**src/rtl/seq_divider_pkg.sv**
```systemverilog
// Shared MDU op codes and op-decoding helpers for the sequential divider.
package seq_divider_pkg;

  localparam logic [1:0] MDU_DIV  = 2'b00;
  localparam logic [1:0] MDU_DIVU = 2'b01;
  localparam logic [1:0] MDU_REM  = 2'b10;
  localparam logic [1:0] MDU_REMU = 2'b11;

  function automatic logic op_is_signed(input logic [1:0] op);
    return (op == MDU_DIV) || (op == MDU_REM);
  endfunction

  function automatic logic op_is_rem(input logic [1:0] op);
    return (op == MDU_REM) || (op == MDU_REMU);
  endfunction

endpackage

```
**src/rtl/seq_divider_sign_fix.sv**
```systemverilog
// Operand magnitude extraction on entry and quotient/remainder sign
// correction on exit; purely combinational.
module seq_divider_sign_fix
  import seq_divider_pkg::*;
#(
  parameter int XLEN = 32
) (
  input  logic [1:0]      entry_op,
  input  logic [XLEN-1:0] a,
  input  logic [XLEN-1:0] b,
  output logic [XLEN-1:0] abs_a,
  output logic [XLEN-1:0] abs_b,
  output logic            a_neg,
  output logic            b_neg,
  input  logic [1:0]      fix_op,
  input  logic            fix_a_neg,
  input  logic            fix_b_neg,
  input  logic [XLEN-1:0] quo,
  input  logic [XLEN-1:0] rem,
  output logic [XLEN-1:0] result
);

  localparam logic [XLEN-1:0] ZERO = {XLEN{1'b0}};

  // Magnitudes of the incoming operands; unsigned ops pass through.
  always_comb begin
    a_neg = op_is_signed(entry_op) & a[XLEN-1];
    b_neg = op_is_signed(entry_op) & b[XLEN-1];
    abs_a = a_neg ? (ZERO - a) : a;
    abs_b = b_neg ? (ZERO - b) : b;
  end

  // Quotient takes the xor of the signs, remainder follows the dividend.
  always_comb begin
    result = quo;
    case (fix_op)
      MDU_DIV: begin
        if (fix_a_neg ^ fix_b_neg) result = ZERO - quo;
        else                       result = quo;
      end
      MDU_DIVU: result = quo;
      MDU_REM: begin
        if (fix_a_neg) result = ZERO - rem;
        else           result = rem;
      end
      MDU_REMU: result = rem;
      default:  result = quo;
    endcase
  end

endmodule

```
**src/rtl/seq_divider.sv**
```systemverilog
// RV32M multi-cycle divide unit: restoring shift-subtract, one quotient bit
// per cycle, with single-cycle bypass for divide-by-zero and signed overflow.
module seq_divider
  import seq_divider_pkg::*;
#(
  parameter int XLEN  = 32,
  parameter int CNT_W = 5
) (
  input  logic            clk_i,
  input  logic            rst_ni,
  input  logic            start_i,
  input  logic [1:0]      op_i,
  input  logic [XLEN-1:0] a_i,
  input  logic [XLEN-1:0] b_i,
  input  logic            flush_i,
  output logic            busy_o,
  output logic            valid_o,
  output logic [XLEN-1:0] result_o
);

  typedef enum logic [1:0] {S_IDLE, S_RUN, S_FIX, S_DONE} state_t;

  localparam logic [XLEN-1:0]  ZERO     = {XLEN{1'b0}};
  localparam logic [XLEN-1:0]  ONES     = {XLEN{1'b1}};
  localparam logic [XLEN-1:0]  MIN_NEG  = {1'b1, {(XLEN-1){1'b0}}};
  localparam logic [CNT_W-1:0] CNT_LAST = {CNT_W{1'b1}};
  localparam logic [CNT_W-1:0] CNT_ONE  = {{(CNT_W-1){1'b0}}, 1'b1};

  state_t            state_r, state_nxt_s;
  logic [CNT_W-1:0]  cnt_r;
  logic [XLEN-1:0]   rem_r, quo_r, div_r, result_r;
  logic [1:0]        op_r;
  logic              a_neg_r, b_neg_r, busy_r, valid_r;

  logic              accept_s, special_s;
  logic [XLEN-1:0]   special_res_s, abs_a_s, abs_b_s, fixed_s;
  logic              a_neg_s, b_neg_s;
  logic [XLEN:0]     shift_s, trial_s;

  seq_divider_sign_fix #(.XLEN(XLEN)) u_sign_fix (
    .entry_op  (op_i),
    .a         (a_i),
    .b         (b_i),
    .abs_a     (abs_a_s),
    .abs_b     (abs_b_s),
    .a_neg     (a_neg_s),
    .b_neg     (b_neg_s),
    .fix_op    (op_r),
    .fix_a_neg (a_neg_r),
    .fix_b_neg (b_neg_r),
    .quo       (quo_r),
    .rem       (rem_r),
    .result    (fixed_s)
  );

  assign accept_s = (state_r == S_IDLE) & start_i & ~flush_i;

  // Divide-by-zero and signed-overflow results that skip iteration.
  always_comb begin
    special_s     = 1'b0;
    special_res_s = ZERO;
    if (b_i == ZERO) begin
      special_s     = 1'b1;
      special_res_s = op_is_rem(op_i) ? a_i : ONES;
    end else if (op_is_signed(op_i) && (a_i == MIN_NEG) && (b_i == ONES)) begin
      special_s     = 1'b1;
      special_res_s = op_is_rem(op_i) ? ZERO : MIN_NEG;
    end else begin
      special_s     = 1'b0;
      special_res_s = ZERO;
    end
  end

  // One restoring step: the extra top bit of the trial result is the borrow.
  always_comb begin
    shift_s = {rem_r, quo_r[XLEN-1]};
    trial_s = shift_s - {1'b0, div_r};
  end

  // Next-state logic.
  always_comb begin
    state_nxt_s = state_r;
    case (state_r)
      S_IDLE: begin
        if (accept_s) state_nxt_s = special_s ? S_DONE : S_RUN;
        else          state_nxt_s = S_IDLE;
      end
      S_RUN: begin
        if (flush_i)                state_nxt_s = S_IDLE;
        else if (cnt_r == CNT_LAST) state_nxt_s = S_FIX;
        else                        state_nxt_s = S_RUN;
      end
      S_FIX: begin
        if (flush_i) state_nxt_s = S_IDLE;
        else         state_nxt_s = S_DONE;
      end
      S_DONE:  state_nxt_s = S_IDLE;
      default: state_nxt_s = S_IDLE;
    endcase
  end

  // State register.
  always_ff @(posedge clk_i or negedge rst_ni) begin
    if (!rst_ni) state_r <= S_IDLE;
    else         state_r <= state_nxt_s;
  end

  // Datapath and registered handshake outputs.
  always_ff @(posedge clk_i or negedge rst_ni) begin
    if (!rst_ni) begin
      cnt_r    <= {CNT_W{1'b0}};
      rem_r    <= ZERO;
      quo_r    <= ZERO;
      div_r    <= ZERO;
      result_r <= ZERO;
      op_r     <= 2'b00;
      a_neg_r  <= 1'b0;
      b_neg_r  <= 1'b0;
      busy_r   <= 1'b0;
      valid_r  <= 1'b0;
    end else begin
      busy_r  <= (state_nxt_s != S_IDLE);
      valid_r <= (state_nxt_s == S_DONE);
      case (state_r)
        S_IDLE: begin
          if (accept_s) begin
            op_r    <= op_i;
            a_neg_r <= a_neg_s;
            b_neg_r <= b_neg_s;
            quo_r   <= abs_a_s;
            div_r   <= abs_b_s;
            rem_r   <= ZERO;
            cnt_r   <= {CNT_W{1'b0}};
            if (special_s) result_r <= special_res_s;
          end
        end
        S_RUN: begin
          if (!flush_i) begin
            cnt_r <= cnt_r + CNT_ONE;
            quo_r <= {quo_r[XLEN-2:0], ~trial_s[XLEN]};
            rem_r <= trial_s[XLEN] ? shift_s[XLEN-1:0] : trial_s[XLEN-1:0];
          end
        end
        S_FIX: begin
          if (!flush_i) result_r <= fixed_s;
        end
        default: begin
        end
      endcase
    end
  end

  assign busy_o   = busy_r;
  assign valid_o  = valid_r;
  assign result_o = result_r;

endmodule
```
**config.mk**
```make
export PLATFORM = sky130hd
export DESIGN_NAME = seq_divider
export DESIGN_NICKNAME = d
export VERILOG_FILES = /design/src/rtl/seq_divider_pkg.sv /design/src/rtl/seq_divider_sign_fix.sv /design/src/rtl/seq_divider.sv
export SDC_FILE = /design/constraint.sdc
export NUM_CORES = 1
export LEC_CHECK = 0
export BUFFER_PORTS_ARGS = -buffer_cell sky130_fd_sc_hd__buf_4
export CORE_UTILIZATION = 45
export CTS_CLUSTER_DIAMETER = 100
export DETAILED_ROUTE_END_ITERATION = 10
export GPL_TIMING_DRIVEN = 0
export PLACE_DENSITY = 0.66
export SYNTH_ARGS = -nofsm -noshare
export SYNTH_HDL_FRONTEND = slang
export SYNTH_SLANG_ARGS = --single-unit
export TNS_END_PERCENT = 20
```
**constraint.sdc**
```tcl
create_clock -name clk_i -period 2.8 [get_ports clk_i]
set_input_delay 0.14 -clock clk_i [delete_from_list [all_inputs] [get_ports clk_i]]
set_output_delay 0.14 -clock clk_i [all_outputs]
set_load 0.005 [all_outputs]
```
# After elaboration in Yosys (flattened, before gate mapping)
# Index checks and enable logic that the tools add are counted.
# classes
add_sub_neg	6
n_eq_ne	16
mux	31
bitwise	7
n_reduce_logical	14
# ops
operator	n
two-way mux 32 bit	16
one-hot mux 32 bit (2 select lines)	3
one-hot mux 32 bit (4 select lines)	1
subtractor 1 x 32 -> 32 bit (first input constant)	4
== test 32 bit (second input constant)	2
subtractor 33 x 32 -> 33 bit	1
logical NOT 32 bit	1
== test 2 bit (second input constant)	7
two-way mux 2 bit	5
two-way mux 5 bit	2
one-hot mux 5 bit (2 select lines)	1
!= test 2 bit (second input constant)	4
one-hot mux 2 bit (4 select lines)	1
logical NOT 2 bit	3
nonzero test 2 bit	3
adder 5 x 1 -> 5 bit (second input constant)	1
== test 5 bit (second input constant)	1
AND 1 bit	4
== test 2 x 1 -> 1 bit (second input constant)	2
AND reduction 4 bit	1
AND reduction 3 bit	1
logical AND 1 bit	2
logical OR 1 bit	2
two-way mux 1 bit	2
other kinds (3)	4
# totals
ff_bits	141
wordCells	85

# Logic depth before layout (Yosys ltp)
# depth
ltp_word	10
depth_mapped	14
depth_no_buf	12

# Modules after synthesis
# From an unflattened synthesis, not the netlist that was laid out.
# hier_totals
cells_unflattened	1470
hier_area_um2	11685.0
# modules_own_cells
module	instances	cells_each	area_per_inst_um2
seq_divider	1	997	8476.9
seq_divider_sign_fix	1	473	3208.1

# Worst setup path after synthesis
# Ideal clock, no wire load.
# synth_path
path_type	flip-flop to flip-flop
start	reg rem_r[16]
end	reg rem_r[30]
arrival_time_ns	2.858
path_slack_ns	-0.191
path_stages_with_launch	14
path_buffers	3
period_less_slack_ns	2.991
path_cell_list	dfrtp_1 > ha_1 > clkbuf_2 > a211oi_1 > o21ai_0 > or3b_2 > a21oi_1 > a221o_1 > nor2_1 > o311ai_1 > buf_4 > buf_2 > a2bb2oi_1 > o21ai_0
# synth_via
elab_chain_cells	4
# synth_lines
element	line	rtl
start, declared	seq_divider.sv:31	logic [XLEN-1:0] rem_r, quo_r, div_r, result_r;
start signal, assigned	seq_divider.sv:141	rem_r <= trial_s[XLEN] ? shift_s[XLEN-1:0] : trial_s[XLEN-1:0];
subtractor 33 x 32 -> 33 bit	seq_divider.sv:77	trial_s = shift_s - {1'b0, div_r};
two-way mux 32 bit	seq_divider.sv:141	
two-way mux 32 bit	seq_divider.sv:138	if (!flush_i) begin
one-hot mux 32 bit (2 select lines)	seq_divider.sv:124	case (state_r)
# No other way between the ends. The select of a mux whose other input is x is not followed.
# A chain may end at the register's enable or synchronous reset.

# Worst setup path after layout
# layout_path
start	reg div_r[0]
end	reg rem_r[30]
# layout_via
elab_chain_cells	4
# layout_lines
element	line	rtl
start, declared	seq_divider.sv:31	
start signal, assigned	seq_divider.sv:131	div_r <= abs_b_s;
subtractor 33 x 32 -> 33 bit	seq_divider.sv:77	
two-way mux 32 bit	seq_divider.sv:141	
two-way mux 32 bit	seq_divider.sv:138	
one-hot mux 32 bit (2 select lines)	seq_divider.sv:124	
# No other way between the ends. The select of a mux whose other input is x is not followed.

==> impl_metrics.env <==
export IMPL_status="complete, but fails checks"
export IMPL_violations="negative setup slack"
export IMPL_ys_types=71
export IMPL_wl_met2_um=17200
export IMPL_synth_xor_area_share_pct=10.7
export IMPL_max_slew_margin_rel_pct=43.7
export IMPL_worst_r2r_path_depth=14
export IMPL_max_freq_mhz=331
export IMPL_ys_ff_latch=141
export IMPL_fin_area_um2=13800
export IMPL_grt_overflow_total=0
export IMPL_yosys_area_share_adder_pct=4.57
export IMPL_dp_hpwl_um=29000
export IMPL_netlist_area_leader_share_pct=31.7
export IMPL_die_area_um2=25300
export IMPL_rsz0062_at_grt="yes"
export IMPL_clock_path_buffers=2
export IMPL_ff_latch_area_um2=3540
export IMPL_wl_per_cell_um=20.0
export IMPL_avgViaCountPerCell=5.95
export IMPL_grt_pass1_wl_um=60000
export IMPL_path_class="register to register"
export IMPL_drive_above_1_share_pct=18.1
export IMPL_power_uw=12800
export IMPL_cts_inserted_buffers=17
export IMPL_crit_path_end_kind="register"
export IMPL_leakagePower_uw=0.00586
export IMPL_fin_worst_skew_ns=0.0169
export IMPL_synth_compound_area_share_pct=25.0
export IMPL_core_area_um2=24200
export IMPL_clkTransAtPathRegs_ns=0.07
export IMPL_wl_met3_um=2380
export IMPL_yosys_area_top_type="dfrtp_1"
export IMPL_worst_pin_slew_ns=0.844
export IMPL_fin_nets=1698
export IMPL_crit_end="rem_r[30]$_DFFE_PN0P_"
export IMPL_r2r_start="div_r[0]$_DFFE_PN0P_"
export IMPL_setup_viol=34
export IMPL_multi_input_comb_area_um2=7510
export IMPL_slowest_delay_ns=0.43
export IMPL_synthTopCellsByArea="dfrtp_1 (32%), o21ai_0 (8.1%), nand2_1 (6.3%), xor2_1 (5.6%), xnor2_1 (5.1%)"
export IMPL_post_route_min_period_ns=3.02
export IMPL_dieHeight_um=159
export IMPL_yosysWarnings=0
export IMPL_async_flop_share_pct=100
export IMPL_critPathSlowestCell="dfrtp_1"
export IMPL_drt_iter0_markers=979
export IMPL_synthCells=1430
export IMPL_synth_nets=1540
export IMPL_totalWireLength_um=38500
export IMPL_die_w_um=159
export IMPL_startpoint="div_r[0]$_DFFE_PN0P_"
export IMPL_worst_ir_drop_vdd_mv=0.611
export IMPL_start_util_pct=45.9
export IMPL_timing_critical_path_mode_cell="buf_6"
export IMPL_path_cells="ha_4, fa_2, nor2b_2, o2111a_1, nor3_2, o21a_1, a21oi_4, nor2_4, o311ai_4, buf_6, buf_6, buf_8, a2bb2oi_2, o21ai_1"
export IMPL_syn_avg_cell_area_um2=7.77
export IMPL_dp_cells=1857
export IMPL_drtAntennaViolNets=0
export IMPL_num_fill_cells=2293
export IMPL_dr_pass1_iters=7
export IMPL_vias=11400
export IMPL_synth_mux_area_share_pct=2.52
export IMPL_worst_slack_ns=-0.220
export IMPL_top_layer="met4"
export IMPL_synth_top_family_by_area="compound AO/OA/AOI/OAI gates"
export IMPL_drc=0
export IMPL_io_pins=104
export IMPL_areaGrowthSynthToFinish_pct=24.0
export IMPL_gp_congestion=0.941
export IMPL_num_rows=57
export IMPL_antenna_cells=0
export IMPL_finalCritPeriodShare_pct=108
export IMPL_ys_seq_area_share_pct=31.7
export IMPL_tritoncts="yes"
export IMPL_dpl_cell_area_um2=12400
export IMPL_critical_path_arrival_ns=3.32
export IMPL_syn_area_um2=11100
export IMPL_met1_length_um=18000
export IMPL_h_tree_depth=4
export IMPL_grt_max_degree=84
export IMPL_io_buffers=102
export IMPL_synth_edf_count=0
export IMPL_clk_latency_ns=0.44
export IMPL_worst_setup_path_start_kind="register"
export IMPL_antenna_found_initial=0
export IMPL_synthSimpleGateAreaFrac_pct=20.5
export IMPL_r2r_setup_slack_ns=-0.22
export IMPL_grt_pass1_vias=10800
export IMPL_drv_slew=0
export IMPL_cts_sinks=141
export IMPL_cp_max_fo=5
export IMPL_worstPathRequired_ns=3.10
export IMPL_p_per_area_nw_per_um2=927
export IMPL_stdcell_count=1925
export IMPL_hold_viol_final=0
export IMPL_grt_usage_pct=30.3
export IMPL_synthFlopType="dfrtp_1"
export IMPL_hold_class="input pin to register"
export IMPL_r2r_end="rem_r[30]$_DFFE_PN0P_"
export IMPL_cap_violations=0
export IMPL_cts_root_buf="clkbuf_16"
==> state kept, by name (all words and copies together), names as in the netlist <==
name	cells
op_r	2
quo_r	32
rem_r	32
a_neg_r	1
result_o	32
state_r	2
b_neg_r	1
cnt_r	5
busy_o	1
div_r	32
valid_o	1
==> cell type report <==
class / count / share of cell area [%]
Clock inverter: 13 / 1.21
Buffer: 79 / 2.57
Clock buffer: 19 / 3.14
Sequential cell: 141 / 25.7
Timing Repair Buffer: 145 / 8.52
Multi-Input combinational cell: 1151 / 54.5
Tap cell: 324 / 2.94
Inverter: 53 / 1.46
==> power by group <==
part	total [uW]	switching, uW	internal [uW]	leakage [uW]
sequential	3080	646	2430	0.00183
clock	2400	992	1410	0.000284
combinational	7310	3880	3420	0.00374
==> synth_stat cells (14+ instances only) <==
library cell / number
o21ai_0: 181
o31ai_1: 19
mux2i_1: 28
dfrtp_1: 141
nand2_1: 188
ha_1: 39
nor4_1: 17
or3_1: 17
o21a_1: 18
xnor2_1: 65
clkbuf_1: 67
nor2_1: 124
nand4_1: 14
xor2_1: 71
nand2b_1: 19
o211ai_1: 23
a31oi_1: 20
nor3_1: 26
a21o_1: 18
nand3_1: 22
inv_1: 52
o41ai_1: 14
a21oi_1: 107
==> kinds of logic after synthesis <==
group                      count (synthesis)
buffers and inverters                    138
and+or+nand+nor                          487
muxes                                     28
AOI/OAI and AO/OA                        460
xor gates and xnor gates                 136
DFF                                      141
adders and majority gates                 40
==> worst max-delay path: cells and delay by family, from the launching register on <==
| family | cells | cell delay [ns] |
|---|---|---|
| compound gates | 6 | 1.15 |
| fa+ha+maj | 2 | 0.60 |
| buf+inv | 3 | 0.44 |
| flops | 1 | 0.43 |
| simple gates | 3 | 0.29 |
==> layout by cell type (no fill, tap or decap), types with 18 or more instances in the layout <==
cell	synthesis	routed
o21a_1	18	18
ha_1	39	21
a21oi_1	107	100
o31ai_1	19	19
nand2b_1	19	19
nand3_1	22	22
nor3_1	26	22
o21ai_1	5	36
o21ai_0	181	149
clkbuf_1	67	63
o211ai_1	23	23
buf_4	1	132
nor2_1	124	120
a31oi_1	20	20
inv_1	52	47
dfrtp_1	141	129
mux2i_1	28	25
nand2_1	188	187
xnor2_1	65	65
xor2_1	71	71
a21o_1	18	18
==> how the worst min path moves through the flow <==
stage | startpoint | to | slack, ns | cells after the start
2_1_floorplan | rst_ni | a_neg_r$_DFFE_PN0P_ | -0.16 | 0
3_3_place_gp | op_i[0] | op_r[0]$_DFFE_PN0P_ | 0.42 | 3
3_5_place_dp | rst_ni | rem_r[12]$_DFFE_PN0P_ | 0.27 | 1
4_1_cts | b_i[5] | div_r[5]$_DFFE_PN0P_ | 0.01 | 3
5_1_grt | flush_i | state_r[0]$_DFF_PN0_ | 0.04 | 2
6_report | b_i[5] | div_r[5]$_DFFE_PN0P_ | 0.03 | 3
==> layer usage <==
metal  vias up  GRT usage [%]
met1      5572           43.6
met5         -              0
met4         0           9.57
li1       5409              -
met2       396           46.6
met3        68           4.56
==> through the flow <==
stage	hold slack, ns	setup WS (ns)	setup TNS, ns	utilization, %
floorplan	-0.156	-0.0177	-0.180	-
global placement	0.423	-0.700	-35.60	51.1
detailed placement	0.265	-0.741	-37.17	51.2
CTS	0.0107	-0.187	-4.47	55.9
global route	0.0442	-0.291	-8.91	56.9
finish	0.0255	-0.220	-5.95	56.9
==> what timing repair did <==
item                                   4_1_cts  5_1_grt
setup endpoints to repair                   99       53
resized for setup                           72       63
pin swaps                                    8       14
cloned                                       2        0
buffers inserted                            28        9
hold buffers                                 4        0
endpoints found under the hold margin       85        0
(Power assumes the default switching activity.)
